`config.mk`:
```
export PLATFORM = sky130hd
export DESIGN_NAME = vsa_mem_sub
export DESIGN_NICKNAME = d
export VERILOG_FILES = /design/src/rtl/vsa_pkg.sv /design/src/rtl/vsa_loader_fsm.sv /design/src/rtl/vsa_mem_sub.sv
export SDC_FILE = /design/constraint.sdc
export NUM_CORES = 1
export LEC_CHECK = 0
export CORE_UTILIZATION = 40
export CTS_BUF_LIST = sky130_fd_sc_hd__clkbuf_2 sky130_fd_sc_hd__clkbuf_4 sky130_fd_sc_hd__clkbuf_8
export DETAILED_ROUTE_END_ITERATION = 10
export PLACE_DENSITY_LB_ADDON = 0.1
export SETUP_SLACK_MARGIN = 0.05
export SLEW_MARGIN = 10
export SYNTH_ARGS = -nofsm -noshare
export SYNTH_HDL_FRONTEND = slang
export SYNTH_SLANG_ARGS = --single-unit
```
`constraint.sdc`:
```
create_clock -name clock -period 3.51 [get_ports clock]
set_input_delay 0.702 -clock clock [delete_from_list [all_inputs] [get_ports clock]]
set_output_delay 0.702 -clock clock [all_outputs]
set_load 0.01 [all_outputs]
```
`src/rtl/vsa_pkg.sv`:
```
// Shared constants and types for the very-simple-architecture core
// and its memory subsystem.
package vsa_pkg;

    localparam int IADDR_W = 5;
    localparam int IWIDTH  = 12;
    localparam int DWIDTH  = 5;
    localparam int IDEPTH  = 1 << IADDR_W;

    typedef enum logic [1:0] {
        LOAD_LO = 2'd0,
        LOAD_HI = 2'd1,
        RUN     = 2'd2,
        ERR     = 2'd3
    } ld_state_e;

    // Opcode in instruction[11:8]; all-zero word is LW R0, a no-op write-back
    localparam logic [3:0] OP_LW  = 4'h0;
    localparam logic [3:0] OP_SW  = 4'h1;
    localparam logic [3:0] OP_ADD = 4'h2;
    localparam logic [3:0] OP_SUB = 4'h3;
    localparam logic [3:0] OP_AND = 4'h4;
    localparam logic [3:0] OP_OR  = 4'h5;
    localparam logic [3:0] OP_BEQ = 4'h6;
    localparam logic [3:0] OP_JMP = 4'h7;

endpackage

```
`src/rtl/vsa_loader_fsm.sv`:
```
// Byte-stream program loader: pairs LO/HI bytes into 12-bit words,
// checks the protocol and releases the core once the program is in.
module vsa_loader_fsm
    import vsa_pkg::*;
(
    input  logic               clk_i,
    input  logic               rst_ni,
    input  logic               ld_valid_i,
    input  logic [7:0]         ld_data_i,
    input  logic               ld_last_i,
    output logic               ld_ready_o,
    output logic               ld_error_o,
    output logic               cpu_run_o,
    output logic               imem_we_o,
    output logic [IADDR_W-1:0] imem_waddr_o,
    output logic [IWIDTH-1:0]  imem_wdata_o
);

    ld_state_e          state_q, state_d;
    logic [IADDR_W-1:0] waddr_q, waddr_d;
    logic [7:0]         lo_q, lo_d;
    logic               hi_ok;

    assign hi_ok = (ld_data_i[7:4] == 4'h0);

    always_ff @(posedge clk_i or negedge rst_ni) begin
        if (!rst_ni) begin
            state_q <= LOAD_LO;
            waddr_q <= '0;
            lo_q    <= '0;
        end else begin
            state_q <= state_d;
            waddr_q <= waddr_d;
            lo_q    <= lo_d;
        end
    end

    always_comb begin
        state_d = state_q;
        waddr_d = waddr_q;
        lo_d    = lo_q;
        unique case (state_q)
            LOAD_LO: begin
                if (ld_valid_i) begin
                    lo_d    = ld_data_i;
                    state_d = ld_last_i ? ERR : LOAD_HI;
                end
            end
            LOAD_HI: begin
                if (ld_valid_i) begin
                    if (!hi_ok) begin
                        state_d = ERR;
                    // No wrap: the word at the top address always ends the load
                    end else if (ld_last_i || (waddr_q == '1)) begin
                        state_d = RUN;
                    end else begin
                        waddr_d = waddr_q + 1'b1;
                        state_d = LOAD_LO;
                    end
                end
            end
            default: ;
        endcase
    end

    always_comb begin
        ld_ready_o   = (state_q == LOAD_LO) || (state_q == LOAD_HI);
        cpu_run_o    = (state_q == RUN);
        ld_error_o   = (state_q == ERR);
        imem_we_o    = (state_q == LOAD_HI) && ld_valid_i && hi_ok;
        imem_waddr_o = waddr_q;
        imem_wdata_o = {ld_data_i[3:0], lo_q};
    end

endmodule

```
`src/rtl/vsa_mem_sub.sv`:
```
// Instruction and data memories around the VSA core, plus the
// program loader that gates the core until the image is in place.
module vsa_mem_sub
    import vsa_pkg::*;
(
    input  logic               clock,
    input  logic               reset_n,
    input  logic               ld_valid,
    input  logic [7:0]         ld_data,
    input  logic               ld_last,
    output logic               ld_ready,
    output logic               ld_error,
    output logic               cpu_run,
    input  logic [IADDR_W-1:0] pc,
    output logic [IWIDTH-1:0]  instruction,
    input  logic [IADDR_W-1:0] addr,
    input  logic [DWIDTH-1:0]  wdata,
    input  logic               wr,
    output logic [DWIDTH-1:0]  datain
);

    logic [IWIDTH-1:0]  imem_q [IDEPTH];
    logic [DWIDTH-1:0]  dmem_q [IDEPTH];
    logic               imem_we;
    logic [IADDR_W-1:0] imem_waddr;
    logic [IWIDTH-1:0]  imem_wdata;

    vsa_loader_fsm u_loader (
        .clk_i        (clock),
        .rst_ni       (reset_n),
        .ld_valid_i   (ld_valid),
        .ld_data_i    (ld_data),
        .ld_last_i    (ld_last),
        .ld_ready_o   (ld_ready),
        .ld_error_o   (ld_error),
        .cpu_run_o    (cpu_run),
        .imem_we_o    (imem_we),
        .imem_waddr_o (imem_waddr),
        .imem_wdata_o (imem_wdata)
    );

    always_ff @(posedge clock or negedge reset_n) begin
        if (!reset_n) begin
            for (int i = 0; i < IDEPTH; i++) imem_q[i] <= '0;
        end else if (imem_we) begin
            imem_q[imem_waddr] <= imem_wdata;
        end
    end

    always_ff @(posedge clock or negedge reset_n) begin
        if (!reset_n) begin
            for (int i = 0; i < IDEPTH; i++) dmem_q[i] <= '0;
        end else if (wr && cpu_run) begin
            dmem_q[addr] <= wdata;
        end
    end

    // Outside RUN the core sees LW R0, which has no architectural effect
    assign instruction = cpu_run ? imem_q[pc] : '0;
    assign datain      = dmem_q[addr];

endmodule

```
# Yosys cells after proc, flatten, opt, wreduce, memory -nomap -nowiden
# Index checks and enable logic that the tools add are counted.
[op_classes]
addsub = 1
magnitude_cmp = 5
n_eq_ne = 6
muxes = 19
bitwise_logic = 4
n_reduce_logical = 13
[op_table]
columns = ["op", "count"]
rows = [
  ["$bwmux W384", 1],
  ["$bwmux W160", 1],
  ["$bmux W12 S5", 1],
  ["$demux W12 S5", 1],
  ["$mux W12", 4],
  ["$bmux W5 S5", 1],
  ["$demux W5 S5", 1],
  ["$ge A6 B6 Y1 const B", 3],
  ["$not A5 Y6", 3],
  ["$mux W5", 3],
  ["$lt A6 B1 Y1 const B", 2],
  ["$mux W2", 5],
  ["$add A5 B1 Y5 const B", 1],
  ["$eq A5 B5 Y1 const B", 1],
  ["$logic_and A1 B1 Y1", 5],
  ["$eq A2 B2 Y1 const B", 2],
  ["$logic_not A4 Y1", 1],
  ["$ne A2 B2 Y1 const B", 2],
  ["$pmux W2 S2", 1],
  ["$reduce_and A4 Y1", 1],
  ["$reduce_and A3 Y1", 1],
  ["$eq A2 B1 Y1 const B", 1],
  ["$logic_not A2 Y1", 1],
  ["$logic_or A1 B1 Y1", 2],
  ["3 further kinds", 3],
]
[word_totals]
regBits = 559
out_inout_bits = 20
wordCells = 115

# Longest topological paths before layout
[logic_depth]
word_depth = 6
depth_mapped = 8

# Cells and area by module
# A second synthesis with hierarchy kept.
[unflattened]
cells_unflattened = 1652
hier_area_um2 = 25797.2
[modules_own_cells]
columns = ["mod", "n_inst", "cells_per_inst", "area_each_um2", "seq_area_each_um2"]
rows = [
  ["vsa_mem_sub", 1, 1598, 25085.3, 13613.1],
  ["vsa_loader_fsm", 1, 54, 711.9, 375.4],
]

# Worst setup path after synthesis
# No wires, ideal clock.
[synth_path]
kind = "input port to output port"
start = "input pc[1]"
end = "output instruction[1]"
arrival_time_ps = 2307
t_required_ps = 2808
slack_ps = 501
path_stages = 8
cell_sequence = "buf_2 buf_2 buf_2 nor2_1 clkbuf_1 a221oi_1 o21ai_0 a31oi_1"
[synth_between]
elab_chain_len = 5
[synth_lines]
columns = ["element", "line_no", "source"]
rows = [
  ["from (decl)", "vsa_mem_sub.sv:14", "input logic [IADDR_W-1:0] pc,"],
  ["$not A5 Y6 (not written as such)", "vsa_mem_sub.sv:59", "assign instruction = cpu_run ? imem_q[pc] : '0;"],
  ["$bmux W12 S5", "vsa_mem_sub.sv:59", ""],
  ["$mux W12 (not written as such) (2 in a row)", "vsa_mem_sub.sv:59", ""],
  ["$mux W12", "vsa_mem_sub.sv:59", ""],
  ["to (decl)", "vsa_mem_sub.sv:15", "output logic [IWIDTH-1:0] instruction,"],
]
# Every way passes these cells. The select of a mux whose other input is x is not followed.

# Worst setup path after layout
[layout_path]
start = "input pc[1]"
end = "output instruction[7]"
# Same word-level chain as after synthesis.

==> flow_summary.ini <==
[run_status]
status = completed

[worst_setup_path]
cp.required_ns = 2.81
r2r-start = u_loader.state_q[0]
cp_cell_sequence = buf_16, bufbuf_16, buf_12, mux4_2, a22oi_2, a31oi_2, buf_4, dlygate4sd2_1
worst-path-max-fanout = 18
crit_path_start_kind = primary input
rr_worst_depth = 6
slowest_stage = mux4_2
ff2ff_setup_slack_ns = 0.97
regToRegEndpoint = dmem_q[96]
cp_slowest_stage_delay_ns = 0.52
setup.worst_path.end_class = primary output
critPathKind = in -> out
crit_arrival_ns = 2.73

[detailed_routing]
drt_first_pass_iters = 4
vias = 15000
drc = 0
drtIter0Drc = 722
via_per_inst = 5.44
ant_nets = 0
wl_mm = 67.2
wire_per_inst_um = 24.5

[grt]
antenna_found_initial = 1
track_usage = 0.213
grt.overflow.total = 0
grt_max_degree = 94
grt_pass1_wl_mm = 106
grt_pass1_vias = 16600

[clock_tree]
h-tree-depth = 3
insertion_delay_ns = 0.70
cts_inserted_buffers = 98
cts_hold_buf = 0
clock_path_buffers = 3
clock_sinks = 559
root_buffer = clkbuf_8
cts_tree = yes
clk_pin_slew_ns = 0.06

[pwr]
p_leak_nw = 14.3
finalPower_mw = 14.6
power.density_nw_per_um2 = 479
ir_drop_uv = 297

[logic_synthesis]
synthesis.area_um2 = 25700
syn_area_per_cell_um2 = 15.6
yosys_warnings = 0
syn-num-nets = 1685
synth_cell_types = 45
synth_edf_count = 0
synth_ff_type = dfrtp_1
yosysSeqAreaShare = 0.544
synthCells = 1652
ys_async_sr_fraction = 1.00
synth_seq_cells = 559

[timing]
period_share = 0.977
setup_viol = 0
fmax_mhz = 292
finalMaxSlewViolations = 0
max_slew_margin = 0.397
worst_pin_slew_ns = 0.902
skew_ns = 0.0272
period_needed_ns = 3.43
rsz0062_at_grt = yes
hold_viol = 0

[floorplanning]
die_area_um2 = 65300
die_y_um = 256
rows = 92
pin_count = 48
core_um2 = 63300
die_w_um = 256
start_util = 0.406

[min_path]
hold_path_class = in -> async

[finish]
fin_util = 0.482
syn_to_final_growth_pct = 18.7
fillerInstances = 5532
drive_above_1_share = 0.579
nets = 1865

[job]
maxCapViolCount = 0

[place]
dp_hpwl_mm = 43.2
gp_congestion = 0.760
place.port_buffers = 47
==> power by group <==
part,switching (mW),internal (mW),leakage [nW]
registers,0.175,6.81,7.61
logic,0.658,0.714,5.57
clock network,2.68,3.57,1.10
==> cell usage after synthesis, drive strengths merged (8+ instances only) <==
| master | n | area [µm²] |
|---|---|---|
| a221o | 12 | 120 |
| a221oi | 8 | 70.1 |
| a22oi | 32 | 240 |
| a31oi | 13 | 81.3 |
| buf | 72 | 423 |
| clkbuf | 70 | 263 |
| dfrtp | 559 | 14000 |
| mux2 | 554 | 6240 |
| mux2i | 48 | 480 |
| mux4 | 124 | 2790 |
| nand2 | 27 | 101 |
| nand4 | 10 | 123 |
| nor2 | 56 | 288 |
| o21ai | 9 | 45.0 |
==> critical path: cells and delay by family <==
kind	cells	cell delay, ns
AOI/OAI and AO/OA	2	0.45
buffers and inverters	5	1.03
muxes	1	0.52
==> cells by family after synthesis <==
kind of cell	synth area share
AOI/OAI and AO/OA	0.0234
DFF	0.544
and+or+nand+nor	0.0318
xor gates and xnor gates	0.00102
adders and majority gates	0.00243
buffers and inverters	0.0275
muxes	0.370
==> state kept, by name (all words and copies together), names as in the netlist <==
signal	count
dmem_q	160
imem_q	384
u_loader.imem_waddr_o	5
u_loader.lo_q	8
u_loader.state_q	2
==> timing repair <==
action / 4_1_cts / 5_1_grt
gates resized for setup: 51 / 6
endpoints found under the hold margin: 0 / 0
pin swaps: 6 / 1
cloned: 1 / 0
setup buffers: 5 / 0
setup endpoints to repair: 17 / 6
==> final cells by class <==
class | count | area (µm²) | share of cell area
Timing Repair Buffer | 222 | 2210 | 0.0725
Sequential cell | 559 | 14000 | 0.458
Clock buffer | 159 | 1960 | 0.0641
Antenna cell | 1 | 2.50 | 0.0000820
Multi-Input combinational cell | 945 | 11200 | 0.366
Tap cell | 846 | 1060 | 0.0347
Clock inverter | 12 | 103 | 0.00336
Inverter | 6 | 22.5 | 0.000738
==> per-stage QoR <==
step	setup TNS (ns)	hold slack, ns	area (µm²)	cells	worst slack [ns]
after floorplan	0	0.406	25700	1652	0.501
after global placement	-2.61	0.468	28200	2572	-0.306
after detailed placement	-2.83	0.476	28200	2572	-0.373
after CTS	0	0.0825	30500	2749	0.0803
after global routing	0	0.103	30500	2750	0.0232
final	0	0.0977	30500	2750	0.0816
==> worst max path at each step <==
stage,end,depth (start not counted),slack [ns],startpoint
final,instruction[7],8,0.08,pc[1]
after detailed placement,instruction[10],9,-0.37,pc[0]
after global placement,instruction[7],9,-0.31,pc[0]
after global routing,datain[0],6,0.02,addr[0]
after CTS,instruction[7],8,0.08,pc[1]
after floorplan,instruction[1],8,0.50,pc[1]
==> metal layers <==
| metal | wire length, µm | track usage |
|---|---|---|
| met5 | 0 | 0 |
| met4 | 1440 | 0.0577 |
| met3 | 2240 | 0.0362 |
| met2 | 33400 | 0.357 |
| met1 | 30200 | 0.285 |
==> cell usage in the layout (no fill, tap or decap), drive strengths merged, types with 6 or more instances in the layout <==
cell           netlist  routed
a221o               12      12
a221oi               8       8
a22oi               32      32
a31oi               13      13
buf                 72     181
clkbuf              70     159
clkdlybuf4s50        0      27
clkinv               0       6
dfrtp              559     559
dlygate4sd2          0      12
inv                  6       8
mux2               554     554
mux2i               48      48
mux4               124     124
nand2               27      27
nand3b               6       6
nand4               10      10
nor2                56      56
o21ai                9       9
Note: power is estimated with default switching activity, not from simulation.
